File: config.mk
export PLATFORM = sky130hd
export DESIGN_NAME = me_input_ctrl
export DESIGN_NICKNAME = d
export VERILOG_FILES = /design/src/rtl/me_ctrl_pkg.sv /design/src/rtl/me_input_ctrl_debounce_sync.sv /design/src/rtl/me_input_ctrl.sv
export SDC_FILE = /design/constraint.sdc
export NUM_CORES = 1
export LEC_CHECK = 0
export BUFFER_PORTS_ARGS = -buffer_cell sky130_fd_sc_hd__buf_2
export CAP_MARGIN = 5
export CORE_ASPECT_RATIO = 0.8
export CORE_MARGIN = 2
export CORE_UTILIZATION = 49
export CTS_CLUSTER_SIZE = 25
export DETAILED_ROUTE_END_ITERATION = 10
export GPL_ROUTABILITY_DRIVEN = 0
export PLACE_DENSITY_LB_ADDON = 0.12
export SKIP_CTS_REPAIR_TIMING = 1
export SYNTH_ARGS = -nofsm -noshare
export SYNTH_HDL_FRONTEND = slang
export SYNTH_SLANG_ARGS = --single-unit
File: constraint.sdc
create_clock -name CYCLONEV_CLK_50 -period 3.5 [get_ports CYCLONEV_CLK_50]
set_input_delay 0 -clock CYCLONEV_CLK_50 [delete_from_list [all_inputs] [get_ports CYCLONEV_CLK_50]]
set_output_delay 0 -clock CYCLONEV_CLK_50 [all_outputs]
set_load 0.02 [all_outputs]
File: src/rtl/me_ctrl_pkg.sv
// Shared definitions for the motion-estimator input-conditioning slice:
// offset widths, key FSM states and the counter sizing helper.
package me_ctrl_pkg;

  localparam int SHIFT_R_W = 8;
  localparam int SHIFT_S_W = 10;

  typedef enum logic [1:0] {
    RELEASED    = 2'd0,
    HELD_DELAY  = 2'd1,
    HELD_REPEAT = 2'd2
  } key_state_e;

  // Width needed for a counter that can hold 0..value.
  function automatic int cnt_width(input int unsigned value);
    return (value == 0) ? 1 : $clog2(value + 1);
  endfunction

endpackage

File: src/rtl/me_input_ctrl_debounce_sync.sv
// Two-flop synchronizer followed by a debouncer: the output follows the
// synced input only after DEBOUNCE_CYCLES consecutive disagreeing samples.
module debounce_sync
  import me_ctrl_pkg::*;
#(
  parameter int unsigned DEBOUNCE_CYCLES = 500000,
  parameter logic        RESET_VAL       = 1'b0
) (
  input  logic clk,
  input  logic rst_n,
  input  logic din,
  output logic dout
);

  localparam int CW = cnt_width(DEBOUNCE_CYCLES);
  localparam logic [CW-1:0] CNT_LAST = CW'(DEBOUNCE_CYCLES - 1);

  logic          sync1_q, sync1_d;
  logic          sync2_q, sync2_d;
  logic          db_q, db_d;
  logic [CW-1:0] cnt_q, cnt_d;

  // Any agreeing sample restarts the count; the Nth disagreeing one flips.
  always_comb begin
    sync1_d = din;
    sync2_d = sync1_q;
    db_d    = db_q;
    cnt_d   = '0;
    if (sync2_q != db_q) begin
      if (cnt_q == CNT_LAST) begin
        db_d = sync2_q;
      end else begin
        cnt_d = cnt_q + 1'b1;
      end
    end
  end

  // Sync flops reset to the idle level so no phantom edge appears after reset.
  always_ff @(posedge clk or negedge rst_n) begin
    if (!rst_n) begin
      sync1_q <= RESET_VAL;
      sync2_q <= RESET_VAL;
      db_q    <= RESET_VAL;
      cnt_q   <= '0;
    end else begin
      sync1_q <= sync1_d;
      sync2_q <= sync2_d;
      db_q    <= db_d;
      cnt_q   <= cnt_d;
    end
  end

  assign dout = db_q;

endmodule

File: src/rtl/me_input_ctrl.sv
// Input conditioning for the motion estimator: debounced start/select levels,
// per-key step/auto-repeat pulses and the shiftR/shiftS ROM address offsets.
module me_input_ctrl
  import me_ctrl_pkg::*;
#(
  parameter int unsigned DEBOUNCE_CYCLES = 500000,
  parameter int unsigned REPEAT_DELAY    = 25000000,
  parameter int unsigned REPEAT_PERIOD   = 5000000
) (
  input  logic                 CYCLONEV_CLK_50,
  input  logic                 RESET_N,
  input  logic [9:0]           SW,
  input  logic [1:0]           KEY,
  output logic                 start,
  output logic                 sel_s,
  output logic [SHIFT_R_W-1:0] shiftR,
  output logic [SHIFT_S_W-1:0] shiftS,
  output logic [1:0]           key_pulse
);

  localparam int unsigned TMAX = (REPEAT_DELAY > REPEAT_PERIOD) ? REPEAT_DELAY : REPEAT_PERIOD;
  localparam int TW = cnt_width(TMAX);
  localparam logic [TW-1:0] DELAY_LAST  = TW'(REPEAT_DELAY - 1);
  localparam logic [TW-1:0] PERIOD_LAST = TW'(REPEAT_PERIOD - 1);

  logic [1:0] key_db;
  logic [1:0] pressed;
  logic       start_db;
  logic       sel_db;
  logic       unused_sw;

  assign unused_sw = ^SW[8:1];

  for (genvar g = 0; g < 2; g++) begin : g_key_db
    debounce_sync #(
      .DEBOUNCE_CYCLES(DEBOUNCE_CYCLES),
      .RESET_VAL      (1'b1)
    ) u_db_key (
      .clk  (CYCLONEV_CLK_50),
      .rst_n(RESET_N),
      .din  (KEY[g]),
      .dout (key_db[g])
    );
  end

  debounce_sync #(
    .DEBOUNCE_CYCLES(DEBOUNCE_CYCLES),
    .RESET_VAL      (1'b0)
  ) u_db_sel (
    .clk  (CYCLONEV_CLK_50),
    .rst_n(RESET_N),
    .din  (SW[0]),
    .dout (sel_db)
  );

  debounce_sync #(
    .DEBOUNCE_CYCLES(DEBOUNCE_CYCLES),
    .RESET_VAL      (1'b0)
  ) u_db_start (
    .clk  (CYCLONEV_CLK_50),
    .rst_n(RESET_N),
    .din  (SW[9]),
    .dout (start_db)
  );

  assign pressed = ~key_db;

  key_state_e            state_q [2];
  key_state_e            state_d [2];
  logic [TW-1:0]         timer_q [2];
  logic [TW-1:0]         timer_d [2];
  logic [1:0]            key_pulse_q, key_pulse_d;
  logic [SHIFT_R_W-1:0]  shift_r_q, shift_r_d;
  logic [SHIFT_S_W-1:0]  shift_s_q, shift_s_d;

  // Timers compare against N-1 so the pulse register rises exactly N cycles apart.
  always_comb begin
    key_pulse_d = '0;
    for (int i = 0; i < 2; i++) begin
      state_d[i] = state_q[i];
      timer_d[i] = timer_q[i];
      case (state_q[i])
        RELEASED: begin
          if (pressed[i]) begin
            key_pulse_d[i] = 1'b1;
            timer_d[i]     = '0;
            state_d[i]     = HELD_DELAY;
          end
        end
        HELD_DELAY: begin
          if (!pressed[i]) begin
            timer_d[i] = '0;
            state_d[i] = RELEASED;
          end else if (timer_q[i] == DELAY_LAST) begin
            key_pulse_d[i] = 1'b1;
            timer_d[i]     = '0;
            state_d[i]     = HELD_REPEAT;
          end else begin
            timer_d[i] = timer_q[i] + 1'b1;
          end
        end
        HELD_REPEAT: begin
          if (!pressed[i]) begin
            timer_d[i] = '0;
            state_d[i] = RELEASED;
          end else if (timer_q[i] == PERIOD_LAST) begin
            key_pulse_d[i] = 1'b1;
            timer_d[i]     = '0;
          end else begin
            timer_d[i] = timer_q[i] + 1'b1;
          end
        end
        default: begin
          timer_d[i] = '0;
          state_d[i] = RELEASED;
        end
      endcase
    end
  end

  // Offsets wrap modulo their width; both keys at once cancel out.
  always_comb begin
    shift_r_d = shift_r_q;
    shift_s_d = shift_s_q;
    if (!start_db) begin
      case (key_pulse_q)
        2'b01: begin
          if (sel_db) shift_s_d = shift_s_q + 1'b1;
          else        shift_r_d = shift_r_q + 1'b1;
        end
        2'b10: begin
          if (sel_db) shift_s_d = shift_s_q - 1'b1;
          else        shift_r_d = shift_r_q - 1'b1;
        end
        default: begin
        end
      endcase
    end
  end

  always_ff @(posedge CYCLONEV_CLK_50 or negedge RESET_N) begin
    if (!RESET_N) begin
      for (int i = 0; i < 2; i++) begin
        state_q[i] <= RELEASED;
        timer_q[i] <= '0;
      end
      key_pulse_q <= '0;
      shift_r_q   <= '0;
      shift_s_q   <= '0;
    end else begin
      for (int i = 0; i < 2; i++) begin
        state_q[i] <= state_d[i];
        timer_q[i] <= timer_d[i];
      end
      key_pulse_q <= key_pulse_d;
      shift_r_q   <= shift_r_d;
      shift_s_q   <= shift_s_d;
    end
  end

  assign start     = start_db;
  assign sel_s     = sel_db;
  assign shiftR    = shift_r_q;
  assign shiftS    = shift_s_q;
  assign key_pulse = key_pulse_q;

endmodule

==> results by group <==
Final layout
  – Antenna cells: 0
  – Layout cells sized above 1: 0.0872
  – Final nets: 1007
  – Area delta synth->final: 12.3%
  – Fillers: 1518
  – Final std cell area, no fill: 9780 um2

Detailed routing
  – DR iter-0 viols: 358
  – 1st-pass router iterations: 6
  – Routed WL: 17.8 mm
  – Routed len/inst: 14.7 um
  – Residual DRC: 0
  – Antenna viol nets, final: 0
  – Via density: 5.66
  – Via count: 6850

Clock tree
  – Max Buffers Root-to-Sink: 2
  – # clock sinks: 162
  – CTS tree: built
  – CTS root buf: clkbuf_16
  – Worst-Skew Late Latency: 0.43 ns
  – H-tree lvl count: 4
  – Total CTS buffers: 17
  – Clk slew on worst S/H paths: 0.07 ns

Floorplan
  – Core Area: 17400 um2
  – Initial Util: 0.501
  – I/O pins: 36
  – Core Rows: 43
  – Die Ht: 123 um
  – Die Area: 18900 um2
  – Die Width: 153 um

STA
  – Setup TNS: 0 ns
  – Layout Skew: 0.0100 ns
  – Final worst-path cycle share: 0.812
  – Max_slew headroom: 0.331
  – Final Hold Viols: 0
  – Final setup viols: 0
  – Min setup slack post-route: 0.660 ns
  – Max Slew Vio Count: 0
  – Slew @ Worst Pin: 1.00 ns
  – Smallest hold slack: 0.192 ns
  – RSZ-0062 raised after global routing: no
  – Fmax: 0.352 GHz
  – Final worst path period need: 2.84 ns

Critical path
  – Data required, critical path: 3.85 ns
  – Reg2Reg Capture Point: timer_q[44]$_DFFE_PN0P_
  – CP Class: reg -> reg
  – Last element of the critical path: timer_q[44]$_DFFE_PN0P_
  – Worst setup startpoint: timer_q[25]$_DFFE_PN0P_
  – Family with the most delay on the worst path: compound AO/OA/AOI/OAI gates
  – Setup crit start kind: flop
  – Worst path cell trace: ha_1 -> and4_1 -> nand4_1 -> o31ai_2 -> a21oi_2 -> buf_4 -> a41oi_1 -> a31oi_1
  – Slowest CP cell: a21oi_2
  – Reg2reg start: timer_q[25]$_DFFE_PN0P_
  – Crit path buf inv count: 1
  – Crit path max fanout: 25
  – CP Capture Type: flop
  – Slowest stage delay, CP: 0.81 ns
  – WP data arrival: 3.19 ns
  – WP depth: 8
  – Reg2Reg Setup Slack: 0.66 ns
  – Worst reg2reg path depth: 8

Global routing
  – Initial antenna violation count: 0
  – Vias in the first global route: 6293
  – GR Overflow Total: 0
  – GRT Total Usage: 0.201
  – Largest net degree at the start of global routing: 92
  – First-pass GRT wire length: 31.2 mm

Yosys
  – Number of flops mapped to enable cells by yosys: 0
  – Mean Syn Cell Area: 9.14 um2
  – Post-synthesis sequential area ratio: 0.466
  – Top_reg_cell synth: dfrtp_1
  – Ys async rst share: 1.00
  – Synth Register Bits: 162
  – Synth Cell Area: 8710 um2
  – Syn Nets: 987
  – Syn Inst Count: 953
  – Syn. warnings: 0
  – Unique masters post-synth: 60

Min path
  – Hold/Removal Path Class: in -> async

Placement
  – DP Area: 9050 um2
  – Number of port buffers: 27
  – DPL Wire Length: 11.7 mm
  – Pre-CTS WS: 0.660 ns

Run status
  – Outcome: finished clean

Power
  – Power Density: 422 nW/um2
  – Leakage: 4.33 nW
  – Worst vdd ir: 0.000300 V

Run
  – Max-Cap Viols: 0
report_power, final:
group	total, mW	switching (mW)	internal [mW]	leakage (nW)
registers	1.90	0.0141	1.89	2.19
logic	0.0846	0.0619	0.0227	1.80
clock network	2.14	0.755	1.38	0.334
total	4.13	0.831	3.29	4.33
through the flow:
step           std cells   util  power (mW)
4_1_cts             1206  0.560        4.18
6_report            1211  0.563        4.13
2_1_floorplan        953      -        1.97
5_1_grt             1211  0.563        4.27
3_5_place_dp        1174  0.521        2.02
3_3_place_gp        1174  0.521        2.02
registers in the layout, summed over array words and instances (netlist names), 2 cells and up:
name and count:
g_key_db.u_db_key.sync2_q 2, shiftR 8, u_db_start.cnt_q 19, g_key_db.u_db_key.sync1_q 2, key_pulse 2, state_q 4
u_db_sel.cnt_q 19, timer_q 50, g_key_db.u_db_key.cnt_q 38, g_key_db.u_db_key.dout 2, shiftS 10
worst min path at each step:
stage	from	end	slack [ns]	cells after the start
after floorplan	RESET_N	g_key_db[0].u_db_key.cnt_q[0]$_DFF_PN0_	-0.30	0
after CTS	KEY[1]	g_key_db[1].u_db_key.sync1_q$_DFF_PN1_	-0.35	1
after global routing	SW[0]	u_db_sel.sync1_q$_DFF_PN0_	0.21	2
final	RESET_N	u_db_start.cnt_q[16]$_DFF_PN0_	0.19	2
after detailed placement	KEY[1]	g_key_db[1].u_db_key.sync1_q$_DFF_PN1_	0.11	1
after global placement	KEY[1]	g_key_db[1].u_db_key.sync1_q$_DFF_PN1_	0.11	1
per-layer routing:
metal	GRT usage	part of all wire	up-vias
met2	0.296	0.43	98
li1	-	-	3443
met1	0.305	0.54	3296
met5	0	0	-
met4	0.0590	0.010	0
met3	0.0340	0.028	13
layout make-up:
class | instances | area, um2 | share of cell area
flip-flops and latches | 162 | 4060 | 0.415
clock inverters | 12 | 229 | 0.0234
multi-input cells | 723 | 4390 | 0.448
well taps | 225 | 282 | 0.0288
repair buffers | 39 | 256 | 0.0262
inverters | 30 | 113 | 0.0115
clock buffers | 20 | 457 | 0.0467
synth_stat cells, types with 5 or more instances:
library cell	number	area [um2]
nand2_1	92	345
nand3_1	56	280
ha_1	20	250
o21ai_0	44	220
nor4_1	14	87.6
and2_1	9	56.3
or3_1	11	68.8
and3_1	18	113
a41oi_1	10	87.6
xor2_1	49	429
xnor2_1	43	377
dfstp_2	6	158
dfrtp_1	156	3900
nand2b_1	12	75.1
buf_1	7	26.3
nor4bb_1	6	60.1
nor2_1	118	443
a211oi_1	5	37.5
a22o_1	5	43.8
a21oi_1	44	220
a31oi_1	39	244
nor4b_1	6	52.6
inv_1	30	113
clkbuf_1	28	105
a21o_1	7	52.6
and4_1	11	96.3
nand4_1	22	138
nor3_1	25	125
layout by cell type (no fill, tap or decap), types with 4 or more instances in the layout:
| cell type | count |
|---|---|
| buf_2 | 26 |
| nor2_1 | 118 |
| clkbuf_16 | 17 |
| a41oi_1 | 10 |
| or3_1 | 11 |
| bufinv_16 | 6 |
| nor4b_1 | 6 |
| buf_4 | 6 |
| nand3_1 | 56 |
| inv_1 | 30 |
| a21oi_1 | 43 |
| dlygate4sd3_1 | 5 |
| a21o_1 | 7 |
| o21ai_0 | 44 |
| xnor2_1 | 43 |
| nand2_1 | 92 |
| nor4bb_1 | 6 |
| nand2b_1 | 12 |
| clkinv_4 | 5 |
| and4_1 | 11 |
| dfrtp_1 | 156 |
| a31oi_1 | 39 |
| nor3_1 | 25 |
| mux2_2 | 4 |
| nor4_1 | 14 |
| nand4_1 | 22 |
| ha_1 | 20 |
| and2_1 | 9 |
| xor2_1 | 49 |
| a22o_1 | 5 |
| and3_1 | 18 |
| or2_2 | 4 |
| a211oi_1 | 5 |
| nand3b_1 | 4 |
| dfstp_2 | 6 |
logic make-up (layout without fill, tap and decap cells):
| family | after synthesis | after routing | synth area share |
|---|---|---|---|
| flops | 162 | 162 | 0.466 |
| mux | 5 | 5 | 0.00632 |
| fa+ha+maj | 20 | 20 | 0.0287 |
| xor+xnor | 92 | 92 | 0.0925 |
| simple gates | 424 | 424 | 0.244 |
| buf+inv | 68 | 101 | 0.0305 |
| compound gates | 182 | 182 | 0.131 |
Power figures use the tool's default switching activity.
